[src/rtl/tc_pl_cap_seq.sv]
// Capture sequencer for the PL sample buffer: start request -> pre/post-trigger
// capture into a circular buffer, with trigger position and status reporting.
module tc_pl_cap_seq #(
  parameter int unsigned AW = 12,
  parameter int unsigned CW = 32
) (
  input  logic          clk125,
  input  logic          rst,
  input  logic          cap_trig,
  input  logic          cap_abort,
  input  logic [AW-1:0] cfg_pre,
  input  logic [AW-1:0] cfg_post,
  input  logic [CW-1:0] cfg_tmo,
  input  logic          hw_trig,
  input  logic          smp_vld,
  output logic          buf_we,
  output logic [AW-1:0] buf_addr,
  output logic [AW-1:0] trig_addr,
  output logic          cap_cing,
  output logic          cap_cmpt,
  output logic          cap_tmo
);

  typedef enum logic [2:0] {
    S_IDLE,
    S_PRE,
    S_ARM,
    S_POST,
    S_DONE
  } state_t;

  state_t        state, state_n;
  logic          cap_trig_q, hw_trig_q;
  logic [AW-1:0] pre_l, post_l, pre_cnt, post_cnt, wr_ptr;
  logic [CW-1:0] tmo_l, tmo_cnt;
  logic          start, hw_edge, tmo_hit, trig_fire, wr_issue;

  always_ff @(posedge clk125) begin
    if (rst) state <= S_IDLE;
    else     state <= state_n;
  end

  always_comb begin
    state_n   = state;
    start     = 1'b0;
    trig_fire = 1'b0;
    wr_issue  = 1'b0;
    cap_cmpt  = 1'b0;
    cap_cing  = (state != S_IDLE);
    hw_edge   = hw_trig & ~hw_trig_q;
    tmo_hit   = (tmo_l != '0) && (tmo_cnt == tmo_l - CW'(1));
    case (state)
      S_IDLE: begin
        if (cap_trig && !cap_trig_q) begin
          start   = 1'b1;
          state_n = S_PRE;
        end
      end
      S_PRE: begin
        if (cap_abort) begin
          state_n = S_IDLE;
        end else if (pre_l == '0) begin
          state_n = S_ARM;
        end else if (smp_vld) begin
          // Leave PRE on the write that completes the pre count so no sample is dropped.
          wr_issue = 1'b1;
          if (pre_cnt == pre_l - AW'(1)) state_n = S_ARM;
        end
      end
      S_ARM: begin
        if (cap_abort) begin
          state_n = S_IDLE;
        end else begin
          wr_issue = smp_vld;
          if (hw_edge || tmo_hit) begin
            trig_fire = 1'b1;
            if (smp_vld && (post_l == AW'(1))) state_n = S_DONE;
            else                               state_n = S_POST;
          end
        end
      end
      S_POST: begin
        if (cap_abort) begin
          state_n = S_IDLE;
        end else if (smp_vld) begin
          wr_issue = 1'b1;
          if (post_cnt == post_l - AW'(1)) state_n = S_DONE;
        end
      end
      S_DONE: begin
        cap_cmpt = ~cap_abort;
        state_n  = S_IDLE;
      end
      default: state_n = S_IDLE;
    endcase
  end

  always_ff @(posedge clk125) begin
    if (rst) begin
      cap_trig_q <= 1'b1;
      hw_trig_q  <= 1'b0;
      pre_l      <= '0;
      post_l     <= '0;
      tmo_l      <= '0;
      pre_cnt    <= '0;
      post_cnt   <= '0;
      tmo_cnt    <= '0;
      wr_ptr     <= '0;
      buf_we     <= 1'b0;
      buf_addr   <= '0;
      trig_addr  <= '0;
      cap_tmo    <= 1'b0;
    end else begin
      cap_trig_q <= cap_trig;
      hw_trig_q  <= hw_trig;
      buf_we     <= wr_issue;
      if (wr_issue) begin
        buf_addr <= wr_ptr;
        wr_ptr   <= wr_ptr + AW'(1);
      end
      if (start) begin
        pre_l    <= cfg_pre;
        post_l   <= (cfg_post == '0) ? AW'(1) : cfg_post;
        tmo_l    <= cfg_tmo;
        pre_cnt  <= '0;
        post_cnt <= '0;
        tmo_cnt  <= '0;
        cap_tmo  <= 1'b0;
      end
      if (wr_issue && state == S_PRE) pre_cnt <= pre_cnt + AW'(1);
      if (state == S_ARM && !cap_abort) tmo_cnt <= tmo_cnt + CW'(1);
      // The trigger-cycle sample, if any, is the first post sample.
      if (trig_fire) begin
        trig_addr <= wr_ptr;
        cap_tmo   <= ~hw_edge;
        post_cnt  <= AW'(smp_vld);
      end
      if (wr_issue && state == S_POST) post_cnt <= post_cnt + AW'(1);
    end
  end

endmodule

[config.mk]
export PLATFORM = sky130hd
export DESIGN_NAME = tc_pl_cap_seq
export DESIGN_NICKNAME = d
export VERILOG_FILES = /design/src/rtl/tc_pl_cap_seq.sv
export SDC_FILE = /design/constraint.sdc
export NUM_CORES = 1
export LEC_CHECK = 0
export ABC_AREA = 1
export BUFFER_PORTS_ARGS = -buffer_cell sky130_fd_sc_hd__buf_2
export CORE_MARGIN = 5
export CORE_UTILIZATION = 30
export CTS_CLUSTER_SIZE = 25
export DETAILED_ROUTE_END_ITERATION = 16
export GPL_ROUTABILITY_DRIVEN = 0
export GPL_TIMING_DRIVEN = 0
export SLEW_MARGIN = 20
export SYNTH_ARGS = -nofsm -noshare
export SYNTH_HDL_FRONTEND = slang
export SYNTH_SLANG_ARGS = --single-unit
[constraint.sdc]
create_clock -name clk125 -period 2.3 [get_ports clk125]
set_clock_uncertainty 0.15 [all_clocks]
set_input_delay 0.23 -clock clk125 [delete_from_list [all_inputs] [get_ports clk125]]
set_output_delay 0.23 -clock clk125 [all_outputs]
set_load 0.01 [all_outputs]
# Word-level counts from Yosys, hierarchy flattened
# Index checks and enable logic that the tools add are counted.
dict set report totals {
  register_bits 155
  out_inout_bits 28
  input_bits 62
}
dict set report op_classes {
  add_sub_neg 7
  eq_ne 14
  mux 33
  reduce_logical 19
  bitwise 4
}
# op n
set ops {}
lappend ops {{$mux W32} 2}
lappend ops {{$mux W12} 5}
lappend ops {{$add A12 B1 Y12 const B} 3}
lappend ops {{$mux W3} 11}
lappend ops {{$add A32 B1 Y32 const B} 1}
lappend ops {{$eq A32 B32 Y1} 1}
lappend ops {{$reduce_bool A32 Y1} 1}
lappend ops {{$sub A32 B1 Y32 const B} 1}
lappend ops {{$eq A12 B12 Y1} 2}
lappend ops {{$logic_not A12 Y1} 2}
lappend ops {{$sub A12 B1 Y12 const B} 2}
lappend ops {{$mux W1} 13}
lappend ops {{$eq A12 B1 Y1 const B} 1}
lappend ops {{$pmux W3 S4} 1}
lappend ops {{$ne A3 B3 Y1 const B} 3}
lappend ops {{$ne A4 B4 Y1 const B} 2}
lappend ops {{$eq A3 B2 Y1 const B} 2}
lappend ops {{$logic_and A1 B1 Y1} 6}
lappend ops {{$reduce_and A6 Y1} 1}
lappend ops {{$reduce_bool A2 Y1} 3}
lappend ops {{$reduce_bool A3 Y1} 2}
lappend ops {{$eq A3 B1 Y1 const B} 1}
lappend ops {{$eq A3 B3 Y1 const B} 1}
lappend ops {{$logic_not A3 Y1} 1}
lappend ops {{other kinds (6)} 9}

# Logic depth before layout (Yosys ltp)
# Gate-level depths: netlist of run 1.
dict set report depth {
  depth_word 9
  depth_mapped 22
  mapped_depth_nobuf 22
}

# Worst setup path after synthesis of run 1
# Ideal clock, no wire load.
dict set report synth_path {
  path_type {register -> register}
  startpoint {register tmo_l[0]}
  endpoint {register trig_addr[9]}
  path_buffers 1
  t_required_ns 2.036
  path_slack_ns 0.021
  arrival_ns 2.015
  setup_ns 0.114
  path_stages_with_launch 19
  cell_sequence {dfxtp_1 inv_1 ha_1 nand2_4 nor2_8 nand2_2 o21ai_1 nand2_1 nand2_1 nand2_1 nor2_1 nand2_1 nor2_1 nand3_1 nand2_2 nand2_4 buf_6 o21ai_1 nor2_2}
}
dict set report synth_between {
  elab_chain_cells 7
  word_cells_on_any_way 8
  classes_between {add/sub (1); eq/ne (1); mux (3); reduce/logical (3)}
}
# element line
set synth_lines {}
lappend synth_lines {{start, declared} 35} ;# logic [CW-1:0] tmo_l, tmo_cnt;
lappend synth_lines {{start signal, assigned} 124} ;# tmo_l <= cfg_tmo;
lappend synth_lines {{$sub A32 B1 Y32} 51} ;# tmo_hit = (tmo_l != '0) && (tmo_cnt == tmo_l - CW'(1));
lappend synth_lines {{$eq A32 B32 Y1} 51}
lappend synth_lines {{$logic_and A1 B1 Y1 (*)} 51}
lappend synth_lines {{$logic_or A1 B1 Y1 (*)} 75} ;# if (hw_edge || tmo_hit) begin
lappend synth_lines {{$mux W1 (*)} 75}
lappend synth_lines {{$mux W1 (*)} 71} ;# if (cap_abort) begin
lappend synth_lines {{$mux W1 (*)} 52} ;# case (state)
lappend synth_lines {{end signal, assigned} 134} ;# trig_addr <= wr_ptr;
lappend synth_lines {{end, declared} 18} ;# output logic [AW-1:0] trig_addr,
# Mark *: on every way between the ends. The rest lies on a longest branch, timed or not.
# A chain may end at the register's enable or synchronous reset.

# Final worst setup path of run 1
dict set report layout_path {
  startpoint {register tmo_l[1]}
  endpoint {register post_cnt[0]}
}
dict set report layout_between {
  elab_chain_cells 9
  word_cells_on_any_way 11
  classes_between {add/sub (1); eq/ne (1); mux (5); reduce/logical (4)}
}
# element line
set layout_lines {}
lappend layout_lines {{$sub A32 B1 Y32} 51}
lappend layout_lines {{$eq A32 B32 Y1} 51}
lappend layout_lines {{$logic_and A1 B1 Y1 (*)} 51}
lappend layout_lines {{$logic_or A1 B1 Y1 (*)} 75}
lappend layout_lines {{$mux W1 (*)} 75}
lappend layout_lines {{$mux W1 (*)} 71}
lappend layout_lines {{$mux W1 (*)} 52}
lappend layout_lines {{$mux W12} 133} ;# if (trig_fire) begin
lappend layout_lines {{$mux W12} 138} ;# if (wr_issue && state == S_POST) post_cnt <= post_cnt + AW'(1);
lappend layout_lines {{end signal, assigned} 136} ;# post_cnt <= AW'(smp_vld);
lappend layout_lines {{end signal, assigned} 138}
lappend layout_lines {{end, declared} 34} ;# logic [AW-1:0] pre_l, post_l, pre_cnt, post_cnt, wr_ptr;
# Marked as above.

==> impl_metrics.json, run 1 <==
{
  "synth_cell_types": 43,
  "cp-end-kind": "flop",
  "ir_drop_v": 0.0005168,
  "final_max_slew_viol_count": 0,
  "period_share_pct": 113.8,
  "ys_top_cells_by_count": "nand2_1, nor2_1, dfxtp_1, inv_1, o21ai_0",
  "ios": 90,
  "dp_hpwl_mm": 20.78,
  "via_per_inst": 4.905,
  "wl_met2_mm": 12.94,
  "grt_antenna_before_repair": 0,
  "met3_length_mm": 1.865,
  "num_antenna_cells": 0,
  "finalHoldViolations": 0,
  "whs_ps": 67.36,
  "async_reset_ff_share_pct": 0,
  "grt_pass1_wl_mm": 44.57,
  "pwr-share-comb_pct": 34.6,
  "wl_met1_mm": 12.99,
  "start_util_pct": 30.31,
  "worst_ep_required_time_ps": 2440,
  "worstSetupPathType": "reg -> reg",
  "rsz0062_at_grt": "true",
  "final-setup-viol-count": 32,
  "nets": 1571,
  "tightest_slew_ps": 800.5,
  "die_height_um": 180.1,
  "internal-power_mw": 5.598,
  "vias": 9310,
  "grt_max_degree": 17,
  "fill_cells": 3006,
  "max_slew_margin_pct": 46.64,
  "die_area_mm2": 0.03243,
  "fmax_mhz": 381.9,
  "critPathMaxFanout": 10,
  "clk_pin_slew_ps": 70,
  "synth_top_area_cell": "dfxtp_1",
  "fin_ws_ps": -318.1,
  "detail-route-antenna-nets": 0,
  "period_minus_slack_ps": 2618,
  "cts_max_level": 4,
  "worstPathArrival_ps": 2760,
  "grt_use_total_pct": 16.82,
  "seq_power_share_pct": 34.2,
  "dp_slack_ps": -506.0,
  "insertion_delay_ps": 440,
  "synth_nets": 1376,
  "wl_mm": 28.37,
  "area_delta_synth_final_pct": 32.37,
  "synth_warnings": 0,
  "ys_top_cells_by_area": "dfxtp_1, nand2_1, nor2_1",
  "dieWidth_um": 180.1,
  "maxCapViolCount": 0,
  "p_per_area_mw_per_mm2": 788.9,
  "power.total_mw": 9.061,
  "drive_gt1_share_pct": 18.89,
  "netlist_area_mm2": 0.008677,
  "yosysMostFrequentCell": "nand2_1",
  "ys_seq_elements": 155,
  "synth_ff_type": "dfxtp_1",
  "cts_root_buf": "clkbuf_16",
  "synth_seq_area_share_pct": 35.76,
  "fin_setup_tns_ps": -7689,
  "wl_per_cell_um": 14.95,
  "syn_avg_cell_area_um2": 6.644,
  "cts_sinks": 155,
  "cts_buffers": 17,
  "overflow": 0,
  "switching_share_pct": 38.22,
  "rows": 62,
  "drt_iter0_drc": 654,
  "synth_edf_count": 0,
  "synthesis.instances": 1306,
  "synth_top_area_share_pct": 35.76,
  "port_buffers": 88,
  "core-area_mm2": 0.02863,
  "routed.top_layer": "met4",
  "p_leak_nw": 4.940,
  "hold_path.class": "in -> reg",
  "drc": 0,
  "final_util_pct": 40.13,
  "crit_path_start_kind": "flop",
  "grt_pass1_vias": 8556,
  "clkPwrFrac_pct": 31.3,
  "net-switching-power_mw": 3.463,
  "violations": "setup timing",
  "cts_tree": "done",
  "status": "complete, but fails checks",
  "cts_buffer_depth": 2,
  "drt_first_pass_iters": 5
}
## power by group through the flow
| stage | Combinational [mW] | Clock, mW | Sequential [mW] |
|---|---|---|---|
| after floorplan | 2.02 | 0 | 3.11 |
| after global placement | 2.71 | 0 | 3.13 |
| after detailed placement | 2.74 | 0 | 3.13 |
| after CTS | 2.99 | 2.87 | 3.08 |
| after global routing | 3.50 | 3.01 | 3.12 |
| final | 3.13 | 2.83 | 3.10 |
## cell type report
type	count	area, um^2	area share, %
Multi-Input combinational cell	969	5293	46.08
Sequential cell	155	3122	27.18
Clock inverter	15	156.4	1.362
Timing Repair Buffer	174	1250	10.88
Buffer	45	217.7	1.895
Clock buffer	17	425.4	3.704
Inverter	139	541.8	4.717
Tap cell	384	480.5	4.183
## worst paths after layout
| path | startpoint | endpoint | slack [ps] | depth (start not counted) |
|---|---|---|---|---|
| setup / recovery | tmo_l[1] | post_cnt[0] | -320 | 18 |
| hold / removal | smp_vld | post_cnt[0] | 70 | 5 |
| setup reg to reg | tmo_l[1] | post_cnt[0] | -320 | 18 |
| hold reg to reg | trig_addr[4] | trig_addr[4] | 330 | 2 |
## critical path: stages (launching register included)
cell and delay [ps]:
dfxtp_2 330, inv_4 80, ha_4 190, nand2_8 90, nor2_4 210, nand2_2 100, clkinv_2 70, nand3_1 90
nand3_1 100, nand2_1 50, nor2_1 120, nand2_1 70, nor2_1 120, nand3_2 150, nand2_4 150, nand2_8 90
buf_8 170, nand4_1 80, a21oi_1 70
## kinds of logic (layout without fill, tap and decap cells)
kind of cell	after synthesis	in the layout	synth area share, %
XOR/XNOR	69	69	7.282
buffers and inverters	184	390	8.219
adder cells (fa/ha/maj)	8	8	1.154
AO/OA/AOI/OAI	243	243	15.00
AND/OR/NAND/NOR	647	649	32.59
flip-flops	155	155	35.76
## registers in the layout, summed over array words and instances (netlist names)
signal,count
wr_ptr,12
tmo_cnt,32
pre_cnt,12
cap_trig_q,1
buf_addr,12
pre_l,12
trig_addr,12
state,3
post_l,12
cap_tmo,1
post_cnt,12
buf_we,1
hw_trig_q,1
tmo_l,32
## metrics by stage
stage	cells	area [um^2]
after floorplan	1306	8677
after global placement	1778	9598
after detailed placement	1778	9598
after CTS	1884	11130
after global routing	1898	11490
final	1898	11490
## metal layers
layer  up-vias  global-route usage, %
li1       4668                      -
met1      4303                  22.94
met2       304                  27.04
met3        35                  3.290
met4         0                  5.142
met5         -                      0
## cells in the final DEF (no fill, tap or decap), drive strengths merged, types with 2 or more instances in the layout
cell type	instances
a211oi	13
a21oi	96
a221oi	7
a31oi	3
buf	121
clkbuf	57
clkinv	11
dfxtp	155
dlygate4sd3	58
ha	8
inv	141
nand2	255
nand3	79
nand3b	6
nand4	27
nor2	239
nor3	27
nor4	6
o21ai	116
o22ai	2
or2	7
xnor2	20
xnor3	2
xor2	47
## timing repair
action                                  in CTS  in global routing
hold buffers                                58                  0
gates resized for setup                     73                 85
endpoints found under the setup margin      93                117
buffers inserted                            12                 15
pin swaps                                   16                 32
hold endpoints to repair                    58                  0
cloned                                       4                  0
Power figures use the tool's default switching activity.
==> run 2, diff against run 1 <==
CORE_MARGIN = 1.5   (was 5)
RECOVER_POWER = 50   (was default)
==> run 2 against run 1 <==
The flow still finishes with violations (setup timing). Non-clock buffer count increased by 2. Routed wire length shrank 0.22%. Die area is 7.6% lower. Via count increased by 0.37%. Total power increased by 1.7%. Sequential cell count stayed put. Largest power group unchanged.
==> impl_metrics.json, run 2 (synthesized netlist as in run 1, its figures left out) <==
{
  "nets": 1572,
  "period_share_pct": 115.0,
  "final_util_pct": 40.45,
  "cp-end-kind": "flop",
  "net-switching-power_mw": 3.615,
  "critPathMaxFanout": 6,
  "clkPwrFrac_pct": 32.0,
  "area_delta_synth_final_pct": 33.09,
  "cts_buffers": 17,
  "final-setup-viol-count": 51,
  "die_height_um": 173.1,
  "layout_common_cells": "nand2_1, nor2_1, dfxtp_1",
  "p_leak_nw": 4.873,
  "dp_hpwl_mm": 20.46,
  "max_slew_margin_pct": 49.43,
  "cts_sinks": 155,
  "port_buffers": 88,
  "crit_path_start_kind": "flop",
  "worstPathArrival_ps": 2830,
  "overflow": 0,
  "core-area_mm2": 0.02855,
  "fill_cells": 3052,
  "die_area_mm2": 0.02995,
  "worstSetupPathType": "reg -> reg",
  "drt_first_pass_iters": 6,
  "maxCapViolCount": 0,
  "cts_tree": "done",
  "period_minus_slack_ps": 2644,
  "switching_share_pct": 39.23,
  "via_per_inst": 4.918,
  "start_util_pct": 30.40,
  "vias": 9344,
  "wl_mm": 28.31,
  "cp_cell_sequence": "nor2_4, nand2_2, nor2_4, buf_6, nand2_2, nor2_1, nand2_1, nand3_1, nand2_1, inv_1, nand3_2, nor2_2, nand3_2, nand2_4, nand2_8, buf_8, o21ai_2, nor2_2",
  "violations": "setup timing",
  "ios": 90,
  "drc": 0,
  "seq_power_share_pct": 33.6,
  "internal-power_mw": 5.600,
  "p_per_area_mw_per_mm2": 797.9,
  "drt_iter0_drc": 865,
  "ir_drop_v": 0.0005017,
  "insertion_delay_ps": 440,
  "cts_max_level": 4,
  "fin_ws_ps": -344.0,
  "rows": 62,
  "dp_slack_ps": -515.1,
  "status": "complete, but fails checks",
  "finalHoldViolations": 0,
  "crit_slowest_cell": "dfxtp_4",
  "grt_use_total_pct": 18.69,
  "pwr-share-comb_pct": 34.4,
  "largest_registers": "tmo_cnt: 32 flops, tmo_l: 32 flops",
  "drive_gt1_share_pct": 17.82,
  "final_max_slew_viol_count": 0,
  "worst_ep_required_time_ps": 2490,
  "grt_pass1_wl_mm": 44.83,
  "grt_pass1_vias": 8697,
  "detail-route-antenna-nets": 0,
  "wl_per_cell_um": 14.90,
  "hold_path.class": "in -> reg",
  "tightest_slew_ps": 758.6,
  "cts_root_buf": "clkbuf_16",
  "cts_buffer_depth": 2,
  "dieWidth_um": 173.1,
  "fmax_mhz": 378.2,
  "clk_pin_slew_ps": 80,
  "grt_antenna_before_repair": 0,
  "grt_max_degree": 20,
  "rsz0062_at_grt": "true",
  "cpPeakStageDelay_ps": 370,
  "final_common_cell": "nand2_1"
}
[run 2: cell types whose count changed in the layout (fill, tap and decap cells not counted), sizes merged]
cell / change
bufinv: -1
nor2: -1
clkinv: -1
buf: -28
clkbuf: +30
inv: +1
clkinvlp: +1
diode: +1
[run 2: power by group through the flow]
stage	combinational [mW]	sequential, mW	clock (mW)
global placement	2.70	3.13	0
floorplan	2.02	3.11	0
finish	3.17	3.10	2.95
detailed placement	2.72	3.13	0
CTS	3.04	3.08	2.99
global route	3.55	3.12	3.10
[run 2: area by class of cell]
cell class                 count  area, um^2  share of cell area, %
clock buffer                  17       425.4                  3.684
multi-input combinational    968        5293                  45.83
inverter                     139       543.0                  4.702
clock inverter                15       187.7                  1.625
buffer                        45       219.0                  1.896
antenna                        1       2.502                0.02167
tap                          384       480.5                  4.160
timing repair buffer         176        1266                  10.96
sequential                   155        3132                  27.12
[run 2: timing repair]
item	in CTS	in global routing
endpoints found under the setup margin	100	103
pin swaps	22	34
cloned	4	0
hold buffers	58	0
setup buffers	15	12
hold endpoints to repair	58	0
gates resized for setup	108	78
[run 2: critical path, delay by kind of cell (launching register included)]
family                 cells  cell delay [ps]
buffers and inverters      3              360
and+or+nand+nor           14             1490
AOI/OAI and AO/OA          1              150
DFF                        1              370
[run 2: metrics by stage]
stage               TNS (ps)  power, mW  hold slack, ps  instances  cell area (um^2)
floorplan                  0      5.136           188.9       1306              8677
global placement      -16450      5.833           300.6       1778              9598
detailed placement    -19330      5.854           312.7       1778              9598
CTS                    -5967      9.115           58.05       1887             11300
global route          -21350      9.773           83.67       1899             11550
finish                -10060      9.215           83.74       1900             11550
[run 2: layer usage]
metal	up-vias	global-route usage, %	part of all wire, %
met4	0	5.507	1.8
met3	44	3.628	6.7
met2	308	30.95	47
met5	-	0	0
li1	4671	-	-
met1	4321	24.62	45
[run 2: final timing paths]
check                   from           end  slack, ps  depth (start not counted)
setup / recovery    tmo_l[3]  trig_addr[8]       -340                         18
setup reg to reg    tmo_l[3]  trig_addr[8]       -340                         18
hold reg to reg   tmo_cnt[0]    tmo_cnt[0]        330                          1
hold / removal       smp_vld   post_cnt[0]         80                          5
==> run 3, diff against run 2 <==
CORE_MARGIN = 8   (was 1.5)
==> run 3 against run 2 <==
The run still ends with setup timing left. Final area increased by 0.69%. Sequential cell count unchanged. Critical path depth unchanged. Clock power about the same. Critical path type unchanged. Die area increased by 16%. Critical endpoint is now post_cnt[9]. Worst setup slack got worse by 22 ps. Utilization increased by 0.17 points. Via count decreased by 1.3%. Total power decreased by 0.10%. Combinational power about the same.
==> impl_metrics.json, run 3 (synthesized netlist as in run 1, its figures left out) <==
{
  "drt_iter0_drc": 669,
  "grt_max_degree": 20,
  "cp_cell_sequence": "inv_4, ha_4, nand2_8, nor2_4, nand2_2, nand2_1, nand2_1, nor2_2, nand2_1, nor2_1, nand3_2, nor2_2, nand3_2, nand2_4, nand2_8, clkbuf_16, nand4_1, a21oi_1",
  "grt_pass1_wl_mm": 44.95,
  "fin_ws_ps": -366.3,
  "worstPathArrival_ps": 2820,
  "worstSetupPathType": "reg -> reg",
  "nets": 1570,
  "switching_share_pct": 39.35,
  "largest_registers": "tmo_cnt: 32 flops, tmo_l: 32 flops",
  "p_leak_nw": 4.881,
  "area_delta_synth_final_pct": 34.02,
  "insertion_delay_ps": 440,
  "final-setup-viol-count": 28,
  "p_per_area_mw_per_mm2": 791.6,
  "layout_common_cells": "nand2_1, nor2_1, dfxtp_1",
  "wl_mm": 28.71,
  "maxCapViolCount": 0,
  "instances_no_fill": 1897,
  "cpPeakStageDelay_ps": 340,
  "cts_root_buf": "clkbuf_16",
  "critPathMaxFanout": 7,
  "finalHoldViolations": 0,
  "start_util_pct": 30.31,
  "overflow": 0,
  "cts_tree": "done",
  "crit_top_cell": "nand2_1",
  "die_height_um": 186.1,
  "clkPwrFrac_pct": 31.8,
  "tightest_slew_ps": 786.0,
  "dieWidth_um": 186.1,
  "dp_hpwl_mm": 20.97,
  "wl_per_cell_um": 15.13,
  "worst_ep_required_time_ps": 2460,
  "whs_ps": 70.10,
  "power.total_mw": 9.206,
  "vias": 9225,
  "dpl-instance-area_mm2": 0.009598,
  "hold_path.class": "in -> reg",
  "cts_buffers": 17,
  "grt_antenna_before_repair": 0,
  "drive_gt1_share_pct": 18.18,
  "crit_slowest_cell": "dfxtp_2",
  "net-switching-power_mw": 3.623,
  "internal-power_mw": 5.583,
  "grt_pass1_vias": 8759,
  "period_share_pct": 115.9,
  "status": "complete, but fails checks",
  "grt_use_total_pct": 16.40,
  "via_per_inst": 4.863,
  "final_common_cell": "nand2_1",
  "ios": 90,
  "num_antenna_cells": 0,
  "dp_cells": 1778,
  "drc": 0,
  "final_util_pct": 40.62,
  "cts_buffer_depth": 2,
  "cp-end-kind": "flop",
  "rsz0062_at_grt": "true",
  "ir_drop_v": 0.0004875,
  "clk_pin_slew_ps": 80,
  "pwr-share-comb_pct": 34.6,
  "final_max_slew_viol_count": 0,
  "core-area_mm2": 0.02863,
  "cts_sinks": 155,
  "die_area_mm2": 0.03462,
  "max_slew_margin_pct": 47.60,
  "drt_first_pass_iters": 5,
  "period_minus_slack_ps": 2666,
  "fill_cells": 2938,
  "cts_max_level": 4,
  "crit_path_start_kind": "flop",
  "fin_area_mm2": 0.01163,
  "rows": 62,
  "port_buffers": 88,
  "detail-route-antenna-nets": 0,
  "fmax_mhz": 375.1,
  "seq_power_share_pct": 33.6,
  "violations": "setup timing"
}
==> run 3: changes by cell type in the layout (fill, tap and decap cells not counted), sizes merged <==
cell / before / now
buf: 93 / 92
clkinv: 10 / 13
clkinvlp: 2 / 1
diode: 1 / 0
inv: 142 / 140
nand2: 255 / 254
==> run 3: worst max-delay path, delay by kind of cell, from the launching register on <==
| family | cells | cell delay [ps] |
|---|---|---|
| AOI/OAI and AO/OA | 1 | 80 |
| DFF | 1 | 340 |
| and+or+nand+nor | 14 | 1520 |
| adders and majority gates | 1 | 190 |
| buffers and inverters | 2 | 260 |
==> run 3: layout make-up <==
cell class              count  area, um^2  share of cell area (%)
well taps                 384       480.5                   4.132
clock inverters            15       195.2                   1.678
repair buffers            176        1281                   11.02
clock buffers              17       425.4                   3.658
plain buffers              44       225.2                   1.937
flip-flops and latches    155        3126                   26.88
multi-input cells         967        5360                   46.09
inverters                 139       535.5                   4.605
==> run 3: final timing paths <==
check / start / end / slack (ps) / cells past startpoint
max: tmo_l[0] / post_cnt[9] / -370 / 18
min: cap_abort / state[1] / 70 / 4
max reg2reg: tmo_l[0] / post_cnt[9] / -370 / 18
min reg2reg: pre_cnt[8] / pre_cnt[8] / 340 / 2
==> run 3: layer usage <==
layer,share of wire [%],track usage [%]
met1,45,21.01
met4,2.4,4.795
met5,0,0
met3,6.2,3.982
met2,46,26.95
==> run 3: stage by stage <==
step	setup TNS, ps	setup slack (ps)
2_1_floorplan	0	20.88
3_3_place_gp	-15430	-444.7
3_5_place_dp	-18490	-482.1
4_1_cts	-7161	-273.6
5_1_grt	-14910	-491.8
6_report	-9346	-366.3
==> run 3: power groups by stage <==
stage / Combinational [mW] / Sequential [mW] / Clock [mW]
global route: 3.57 / 3.12 / 3.09
finish: 3.19 / 3.09 / 2.93
detailed placement: 2.75 / 3.13 / 0
floorplan: 2.02 / 3.11 / 0
global placement: 2.71 / 3.13 / 0
CTS: 2.99 / 3.08 / 2.97
==> run 3: what timing repair did <==
item,CTS,global route
gates resized for setup,75,105
setup buffers,13,14
cloned,1,2
endpoints found under the hold margin,58,0
pin swaps,22,50
setup endpoints to repair,111,113
hold buffers,58,0
